File: config.mk
export PLATFORM = sky130hd
export DESIGN_NAME = i2c_target_regs
export DESIGN_NICKNAME = d
export VERILOG_FILES = /design/src/rtl/i2c_target_regs.sv
export SDC_FILE = /design/constraint.sdc
export NUM_CORES = 1
export LEC_CHECK = 0
export CAP_MARGIN = 20
export CORE_MARGIN = 10
export CORE_UTILIZATION = 49
export CTS_CLUSTER_SIZE = 25
export DETAILED_ROUTE_END_ITERATION = 12
export GPL_TIMING_DRIVEN = 1
export PLACE_DENSITY = 0.63
export REMOVE_ABC_BUFFERS = 1
export SLEW_MARGIN = 5
export SYNTH_ARGS = -nofsm -noshare
export SYNTH_HDL_FRONTEND = slang
export SYNTH_SLANG_ARGS = --single-unit
File: constraint.sdc
create_clock -name i_clk -period 9.4 [get_ports i_clk]
set_input_delay 2.82 -clock i_clk [delete_from_list [all_inputs] [get_ports i_clk]]
set_output_delay 2.82 -clock i_clk [all_outputs]
set_load 0.02 [all_outputs]
File: src/rtl/i2c_target_regs.sv
// i2c_target_regs: I2C target with a 16 x 8-bit register file, pointer-based
// auto-increment reads/writes and open-drain SDA drive (no clock stretching).
//
// Ports:
//   i_clk, i_rst_n      system clock, asynchronous active-low reset
//   i_scl, i_sda        resolved bus levels, asynchronous to i_clk
//   o_sda_o, o_sda_oe   open-drain SDA: drive value (always 0) and pull-low enable
//   o_wr_stb            one-cycle pulse per bus register write
//   o_wr_addr/o_wr_data index and byte of that write
//   i_dbg_addr          peek index
//   o_dbg_data          combinational reg[i_dbg_addr]; index 0xF reads DEVICE_ID
//   o_busy              high from address match until STOP/START/NACK
module i2c_target_regs #(
    parameter logic [6:0] TARGET_ADDR = 7'h48,
    parameter logic [7:0] DEVICE_ID   = 8'hA5
) (
    input  logic       i_clk,
    input  logic       i_rst_n,
    input  logic       i_scl,
    input  logic       i_sda,
    output logic       o_sda_o,
    output logic       o_sda_oe,
    output logic       o_wr_stb,
    output logic [3:0] o_wr_addr,
    output logic [7:0] o_wr_data,
    input  logic [3:0] i_dbg_addr,
    output logic [7:0] o_dbg_data,
    output logic       o_busy
);
    typedef enum logic [3:0] {
        IDLE, ADDR, ADDR_ACK, PTR, PTR_ACK, WDATA, WDATA_ACK, RDATA, RDATA_ACK, WAIT
    } state_t;

    state_t      state_q;
    logic [2:0]  scl_q, sda_q;
    logic [7:0]  sh_q;
    logic [3:0]  cnt_q, ptr_q;
    logic        rw_q, ack_on_q;
    logic [7:0]  regs_q [16];
    logic        scl, sda, start, stop, scl_rise, scl_fall;
    logic [3:0]  ptr_nx;
    logic [7:0]  rx_byte, ptr_data, nxt_data;

    // [0],[1] synchronize; [2] holds the previous synchronized level for edge detection
    always_ff @(posedge i_clk or negedge i_rst_n) begin
        if (!i_rst_n) begin
            scl_q <= 3'b111;
            sda_q <= 3'b111;
        end else begin
            scl_q <= {scl_q[1:0], i_scl};
            sda_q <= {sda_q[1:0], i_sda};
        end
    end

    // START/STOP are qualified by the previous SCL level so an SDA change that
    // coincides with an SCL fall is still seen as START/STOP, not as a data edge
    always_comb begin
        scl      = scl_q[1];
        sda      = sda_q[1];
        start    = scl_q[2] & sda_q[2] & ~sda;
        stop     = scl_q[2] & ~sda_q[2] & sda;
        scl_rise = scl & ~scl_q[2];
        scl_fall = ~scl & scl_q[2];
        ptr_nx   = ptr_q + 4'd1;
        rx_byte  = {sh_q[6:0], sda};
        ptr_data = (ptr_q == 4'hF) ? DEVICE_ID : regs_q[ptr_q];
        nxt_data = (ptr_nx == 4'hF) ? DEVICE_ID : regs_q[ptr_nx];
    end

    assign o_sda_o    = 1'b0;
    assign o_dbg_data = (i_dbg_addr == 4'hF) ? DEVICE_ID : regs_q[i_dbg_addr];

    always_ff @(posedge i_clk or negedge i_rst_n) begin
        if (!i_rst_n) begin
            state_q   <= IDLE;
            sh_q      <= 8'h00;
            cnt_q     <= 4'd0;
            ptr_q     <= 4'd0;
            rw_q      <= 1'b0;
            ack_on_q  <= 1'b0;
            o_sda_oe  <= 1'b0;
            o_busy    <= 1'b0;
            o_wr_stb  <= 1'b0;
            o_wr_addr <= 4'd0;
            o_wr_data <= 8'h00;
            for (int i = 0; i < 16; i++) regs_q[i] <= 8'h00;
        end else begin
            o_wr_stb <= 1'b0;
            if (start) begin
                state_q  <= ADDR;
                cnt_q    <= 4'd0;
                ack_on_q <= 1'b0;
                o_sda_oe <= 1'b0;
                o_busy   <= 1'b0;
            end else if (stop) begin
                state_q  <= IDLE;
                ack_on_q <= 1'b0;
                o_sda_oe <= 1'b0;
                o_busy   <= 1'b0;
            end else begin
                case (state_q)
                    ADDR: if (scl_rise) begin
                        sh_q  <= rx_byte;
                        cnt_q <= cnt_q + 4'd1;
                        if (cnt_q == 4'd7) begin
                            cnt_q <= 4'd0;
                            if (sh_q[6:0] == TARGET_ADDR) begin
                                state_q <= ADDR_ACK;
                                rw_q    <= sda;
                                o_busy  <= 1'b1;
                            end else begin
                                state_q <= WAIT;
                            end
                        end
                    end
                    PTR: if (scl_rise) begin
                        sh_q  <= rx_byte;
                        cnt_q <= cnt_q + 4'd1;
                        if (cnt_q == 4'd7) begin
                            cnt_q   <= 4'd0;
                            ptr_q   <= rx_byte[3:0];
                            state_q <= PTR_ACK;
                        end
                    end
                    WDATA: if (scl_rise) begin
                        sh_q  <= rx_byte;
                        cnt_q <= cnt_q + 4'd1;
                        if (cnt_q == 4'd7) begin
                            cnt_q     <= 4'd0;
                            o_wr_stb  <= 1'b1;
                            o_wr_addr <= ptr_q;
                            o_wr_data <= rx_byte;
                            if (ptr_q != 4'hF) regs_q[ptr_q] <= rx_byte;
                            ptr_q     <= ptr_nx;
                            state_q   <= WDATA_ACK;
                        end
                    end
                    // first fall ends bit 8 (pull SDA low), second fall ends the ACK bit
                    ADDR_ACK, PTR_ACK, WDATA_ACK: if (scl_fall) begin
                        ack_on_q <= ~ack_on_q;
                        o_sda_oe <= ~ack_on_q;
                        if (ack_on_q) begin
                            if (state_q == ADDR_ACK && rw_q) begin
                                state_q  <= RDATA;
                                o_sda_oe <= ~ptr_data[7];
                                sh_q     <= {ptr_data[6:0], 1'b0};
                                cnt_q    <= 4'd1;
                            end else begin
                                state_q <= (state_q == ADDR_ACK) ? PTR : WDATA;
                            end
                        end
                    end
                    // cnt_q counts bits already placed on the bus
                    RDATA: if (scl_fall) begin
                        if (cnt_q == 4'd8) begin
                            o_sda_oe <= 1'b0;
                            cnt_q    <= 4'd0;
                            state_q  <= RDATA_ACK;
                        end else begin
                            o_sda_oe <= ~sh_q[7];
                            sh_q     <= {sh_q[6:0], 1'b0};
                            cnt_q    <= cnt_q + 4'd1;
                        end
                    end
                    RDATA_ACK: if (scl_rise) begin
                        ptr_q <= ptr_nx;
                        if (!sda) begin
                            sh_q    <= nxt_data;
                            state_q <= RDATA;
                        end else begin
                            state_q <= WAIT;
                            o_busy  <= 1'b0;
                        end
                    end
                    default: ;
                endcase
            end
        end
    end
endmodule

==> run metrics, run 1 <==
sequence of cells on the critical path buf_2, buf_4, mux4_2, mux4_2, clkdlybuf4s50_1; P_int 1350 uW; Hold Startpoint scl_q[0]$_DFF_PN1_; total track usage 0.208; sequential share of the synthesized area 0.418; router iterations before antenna repair 5; RSZ-0062 raised after global routing no; Reg power frac 0.419; TritonCTS buffer count 17; CTS resizes 0; WL/cell 25.6 um; GPL Wtd Cong 0.939; YS warnings 0; CP max stage cell mux4_2; crit-path most repeated cell mux4_2; detailed placement HPWL 19000 um; Hold EP scl_q[1]$_DFF_PN1_; worst path bufs/invs 3; async set-reset flop share out of synthesis 1.00; part of the cycle the worst path needs 0.864; Startpoint Class primary input; top_reg_cell synth dfrtp_1; final wirelength 27200 um; Hold Crit Class register to register; Clock Skew 0.00777 ns; mapped cell area 10300 um^2; post-route cell area 11200 um^2; first-pass GRT wire length 43500 um; worst stage delay on the critical path 0.56 ns; switching part of the total 0.364; initial antenna violation count 0; number of global-route vias before repair 7123; final slew viol count 0; CTS Hold Buffers Added 0; min Tclk post-route 8.12 ns; area delta synth->final 8.76%; Slew @ Worst Pin 1.13 ns; combinational power share 0.269; post-CTS setup buffer count 0; # setup viols final 0; Die H 165 um; Reg-to-Reg End sh_q[3]$_DFFE_PN0P_; Crit Path Category primary input to output port; Die ar. 27100 um^2; CP Data Required Time 6.58 ns; largest net degree at the start of global routing 104; Syn Inst Count 792; outcome complete, no violations; total grt overflow 0; core area 20400 um^2; WP data arrival 5.30 ns; Max VDD drop 0.115 mV; Final Net Count 792; area post-placement 10600 um^2; htree depth 4; Max Cap Viol 0; Root Buffer clkbuf_16; Die W 165 um; Leak 0.00483 uW; highest net fanout along the worst path 20; top-level port count 32; R2R depth 8; Reg2Reg Setup Slack 5.62 ns; Max Freq 0.123 GHz; fillers 1677; hold path depth 0; via count 7034; average size of a mapped cell 13.0 um^2; Final ANT Viol Nets 0; num rows 52; via/cell ratio 6.64; Detailed Route Iter0 Violations 962; clock share of power 0.312; final hold vios 0; drc violations 0; TritonCTS clock tree built; clk buf depth 2; IO buf count 30; Antenna Cells 0; clk sinks 171; TNS Setup 0 ns; Clock Pin Slew Worst Setup and Hold Paths 0.07 ns; Crit. End Element output port; count of cell types in the netlist 70; Psw 775 uW; Crit path max-delay family buffers and inverters; Slew headroom 0.248; Synth Register Bits 171; ratio of cells with drive above 1 in the final layout 0.357; initial core utilization 0.502; reg2reg start ptr_q[1]$_DFFE_PN0P_; Cell Pwr Density 191 nW/um^2; clk_lat worst skew 0.43 ns; Post-synth EDFFs 0
[power by group through the flow]
stage,combinational (uW),clock (uW),sequential (uW)
global placement,565,0,902
detailed placement,573,0,906
CTS,574,676,892
finish,572,665,892
global route,622,711,904
floorplan,372,0,902
[cells in the mapped netlist (all sizes together), types with 9 or more instances]
cell type  instances  share of area
a21oi             18         0.0088
buf               38          0.020
clkbuf            31          0.011
dfrtp            165           0.40
inv               10         0.0037
mux2             129           0.14
mux2i             36          0.035
mux4              94           0.21
nand2             58          0.022
nand3             10         0.0049
nor2              31          0.012
nor2b             11         0.0067
nor3              19          0.011
o21ai             30          0.015
o22ai              9         0.0055
[layout make-up]
type                            count  area [um^2]  share of cell area
Clock buffer                       21          460              0.0413
Clock inverter                     11         86.3             0.00774
Inverter                           11         41.3             0.00370
Multi-Input combinational cell    541         5610               0.503
Sequential cell                   171         4290               0.384
Tap cell                          270          338              0.0303
Timing Repair Buffer               35          329              0.0295
[worst reg2reg max path, delay by kind of cell, from the launching register on]
kind	cells	cell delay (ns)
compound gates	2	0.53
simple gates	1	0.10
flops	1	0.34
fa+ha+maj	1	1.05
buf+inv	2	0.72
mux	2	0.90
[how the worst max path moves through the flow]
stage / from / endpoint / slack, ns / depth (start not counted)
after floorplan: i_dbg_addr[0] / o_dbg_data[1] / 2.65 / 3
after global placement: i_dbg_addr[0] / o_dbg_data[5] / 1.31 / 5
after detailed placement: i_dbg_addr[0] / o_dbg_data[0] / 1.24 / 5
after CTS: i_dbg_addr[0] / o_dbg_data[0] / 1.23 / 5
after global routing: i_dbg_addr[0] / o_dbg_data[5] / 1.12 / 5
final: i_dbg_addr[0] / o_dbg_data[0] / 1.28 / 5
[layout by cell type, fill, tap and decap left out, types with 3 or more instances in the layout]
cell / n
nor2b_1: 11
clkinvlp_4: 5
nand2b_1: 3
buf_4: 5
xnor2_1: 5
and3_1: 5
mux2i_1: 36
mux4_2: 94
a211oi_1: 6
nand2_2: 3
dfstp_2: 6
nor2_1: 30
a2111oi_0: 3
ha_1: 6
nand3_1: 10
o211ai_1: 3
dfrtp_1: 163
a21oi_1: 18
and2_1: 3
mux2_2: 128
and3b_1: 3
a22oi_1: 8
clkbuf_16: 17
inv_1: 10
nand2_1: 55
clkdlybuf4s50_1: 27
a31oi_1: 8
nor3_1: 16
o21ai_0: 28
inv_6: 4
o22ai_1: 9
nand4_1: 3
[sequential cells by signal, indices dropped and copies added, names as in the netlist]
name / flops
regs_q: 128
o_wr_data: 8
sh_q: 8
cnt_q: 4
o_wr_addr: 4
ptr_q: 4
state_q: 4
scl_q: 3
sda_q: 3
ack_on_q: 1
o_busy: 1
o_sda_oe: 1
o_wr_stb: 1
rw_q: 1
[metal layers]
layer	wire, um	vias up	track usage
met3	2040	33	0.0368
met4	501	0	0.0612
met1	11500	3652	0.294
met2	13100	335	0.323
met5	0	-	0
li1	-	3014	-
[logic make-up (layout without fill, tap and decap cells)]
kind of cell	Yosys count	in the layout	synth area share
adders and majority gates	7	7	0.00854
DFF	171	171	0.418
AOI/OAI and AO/OA	108	108	0.0698
muxes	259	259	0.383
and+or+nand+nor	158	158	0.0765
xor gates and xnor gates	8	8	0.00866
buffers and inverters	80	78	0.0352
other	1	1	0.000366
[stage by stage]
stage                util  power (uW)  hold WS, ns  worst slack, ns  instances
floorplan               -        1270        0.345             2.65        723
global placement    0.519        1470        0.350             1.31       1028
detailed placement  0.519        1480        0.348             1.24       1028
CTS                 0.546        2140        0.364             1.23       1060
global route        0.546        2240        0.370             1.12       1060
finish              0.546        2130        0.360             1.28       1060
Power figures use the tool's default switching activity.
==> run 2, diff against run 1 <==
--- a/config.mk
+++ b/config.mk
@@ -6,12 +6,14 @@
 export NUM_CORES = 1
 export LEC_CHECK = 0
 export CAP_MARGIN = 20
+export CELL_PAD_IN_SITES_DETAIL_PLACEMENT = 1
+export CELL_PAD_IN_SITES_GLOBAL_PLACEMENT = 1
 export CORE_MARGIN = 10
 export CORE_UTILIZATION = 49
 export CTS_CLUSTER_SIZE = 25
 export DETAILED_ROUTE_END_ITERATION = 12
 export GPL_TIMING_DRIVEN = 1
-export PLACE_DENSITY = 0.63
+export PLACE_DENSITY = 0.74
 export REMOVE_ABC_BUFFERS = 1
 export SLEW_MARGIN = 5
 export SYNTH_ARGS = -nofsm -noshare
==> run 2 against run 1 <==
  * Global-route usage rose by 2.4 points
  * Clock skew rose by 0.0012 ns
  * Worst setup slack got worse by 0.053 ns
  * Count of clock-buffer cells in the layout rose by 1
  * Critical path depth did not move
  * Fmax fell by 0.65%
  * Largest cell class unchanged
  * Largest power group unchanged
==> run metrics, run 2 (synthesized netlist as in run 1, its figures left out) <==
top-level port count 32 (unchanged); Die H 165 um (unchanged); combinational power share 0.270 (was 0.269); post-route setup slack 1.23 ns (was 1.28 ns); initial core utilization 0.502 (unchanged); GPL Wtd Cong 0.878 (was 0.939); total grt overflow 0 (unchanged); CTS resizes 0 (unchanged); total track usage 0.232 (was 0.208); Max Cap Viol 0 (unchanged); Reg2Reg Setup Slack 5.91 ns (was 5.62 ns); initial antenna violation count 0 (unchanged); Slew @ Worst Pin 1.01 ns (was 1.13 ns); WL/cell 28.7 um (was 25.6 um); # setup viols final 0 (unchanged); drc violations 0 (unchanged); Crit Path Category primary input to output port (unchanged); P_int 1460 uW (was 1350 uW); Leak 0.00490 uW (was 0.00483 uW); area post-placement 10600 um^2 (about the same); min Tclk post-route 8.17 ns (was 8.12 ns); TritonCTS buffer count 17 (unchanged); clock share of power 0.332 (was 0.312); clk buf depth 2 (unchanged); Detailed Route Iter0 Violations 628 (was 962); Psw 789 uW (was 775 uW); CTS Hold Buffers Added 0 (unchanged); Root Buffer clkbuf_16 (unchanged); Pwr Total 2250 uW (was 2130 uW); Max Freq 0.122 GHz (was 0.123 GHz); Final ANT Viol Nets 0 (unchanged); num rows 52 (unchanged); max FFs per register 128 (unchanged); outcome complete, no violations (unchanged); largest net degree at the start of global routing 96 (was 104); ratio of cells with drive above 1 in the final layout 0.360 (was 0.357); reg2reg start ptr_q[1]$_DFFE_PN0P_ (unchanged); Cell Pwr Density 200 nW/um^2 (was 191 nW/um^2); via/cell ratio 6.91 (was 6.64); R2R depth 9 (was 8); number of global-route vias before repair 7754 (was 7123); Die ar. 27100 um^2 (unchanged); Largest regs regs_q x128, o_wr_data x8, sh_q x8 (unchanged); Slew headroom 0.327 (was 0.248); Crit. End Element output port (unchanged); CP Launch Point i_dbg_addr[0] (unchanged); TritonCTS clock tree built (unchanged); Clock Pin Slew Worst Setup and Hold Paths 0.06 ns (was 0.07 ns); clk sinks 171 (unchanged); Reg power frac 0.398 (was 0.419); core area 20400 um^2 (unchanged); commonest cells after routing, fill and taps aside dfrtp_1, mux2_2, mux4_2, nand2_1, mux2i_1 (unchanged); clk_lat worst skew 0.43 ns (about the same); area delta synth->final 9.86% (was 8.76%); IO buf count 30 (unchanged); post-route cell area 11300 um^2 (was 11200 um^2); final wirelength 30500 um (was 27200 um); via count 7334 (was 7034); Hold Startpoint sda_q[0]$_DFF_PN1_ (was scl_q[0]$_DFF_PN1_); Final Net Count 794 (was 792); part of the cycle the worst path needs 0.869 (was 0.864); post-place setup slack 1.17 ns (was 1.24 ns); Startpoint Class primary input (unchanged); first-pass GRT wire length 47700 um (was 43500 um); TNS Setup 0 ns (unchanged); Max VDD drop 0.150 mV (was 0.115 mV); most common cell after layout, fill and taps aside dfrtp_1 (unchanged); Reg-to-Reg End sh_q[3]$_DFFE_PN0P_ (unchanged); detailed placement HPWL 19900 um (was 19000 um); switching part of the total 0.350 (was 0.364); Clock Skew 0.00897 ns (was 0.00777 ns); router iterations before antenna repair 5 (unchanged); highest net fanout along the worst path 26 (was 20); hold path depth 0 (unchanged); Antenna Cells 0 (unchanged); Hold Crit Class register to register (unchanged); fillers 2020 (was 1677); CP Data Required Time 6.58 ns (about the same); WP data arrival 5.35 ns (was 5.30 ns); final slew viol count 0 (unchanged); Hold EP sda_q[1]$_DFF_PN1_ (was scl_q[1]$_DFF_PN1_); Top reg by flops regs_q (unchanged); final hold vios 0 (unchanged); htree depth 4 (unchanged); RSZ-0062 raised after global routing no (unchanged); post-CTS setup buffer count 0 (unchanged); Die W 165 um (unchanged)
## run 2: cell types whose count changed in the layout (fill, tap and decap cells not counted)
cell        before  now
clkinvlp_4       5    2
clkbuf_8         2    4
dfrtp_4          0    1
dfrtp_2          2    1
clkinv_2         1    3
clkbuf_1         2    1
buf_4            5    6
buf_16           0    1
bufinv_16        0    3
inv_6            4    1
## run 2: routing by layer
layer | part of all wire | track usage | vias up
met2 | 0.49 | 0.376 | 300
met4 | 0.041 | 0.103 | 0
met3 | 0.064 | 0.0508 | 73
li1 | - | - | 3012
met5 | 0 | 0 | -
met1 | 0.41 | 0.294 | 3949
## run 2: worst max-delay path, cell delays in order
cell             delay (ns)
buf_2                  0.65
buf_4                  0.33
mux4_2                 0.52
mux4_2                 0.46
clkdlybuf4s50_1        0.56
## run 2: layout make-up
cell class	count	area [um^2]	share of cell area
multi-input combinational	541	5610	0.498
sequential	171	4290	0.381
timing repair buffer	37	364	0.0323
clock buffer	22	484	0.0430
tap	270	338	0.0300
inverter	11	41.3	0.00366
clock inverter	10	138	0.0122
## run 2: worst max path at each step
stage                     slack, ns  cells after the start       endpoint
after floorplan                2.65                      3  o_dbg_data[1]
after global placement         1.24                      5  o_dbg_data[0]
after detailed placement       1.17                      5  o_dbg_data[0]
after CTS                      1.17                      5  o_dbg_data[0]
after global routing           1.07                      5  o_dbg_data[0]
final                          1.23                      5  o_dbg_data[0]
## run 2: through the flow
step	hold WS, ns	cells	utilization
finish	0.357	1062	0.552
global route	0.361	1062	0.552
CTS	0.359	1061	0.550
detailed placement	0.349	1029	0.520
global placement	0.347	1029	0.520
floorplan	0.345	723	-
## run 2: power by group through the flow
stage | clock [uW] | combinational [uW] | sequential [uW]
after floorplan | 0 | 372 | 902
after global placement | 0 | 574 | 902
after detailed placement | 0 | 587 | 909
after CTS | 763 | 590 | 894
after global routing | 789 | 657 | 907
final | 748 | 608 | 896
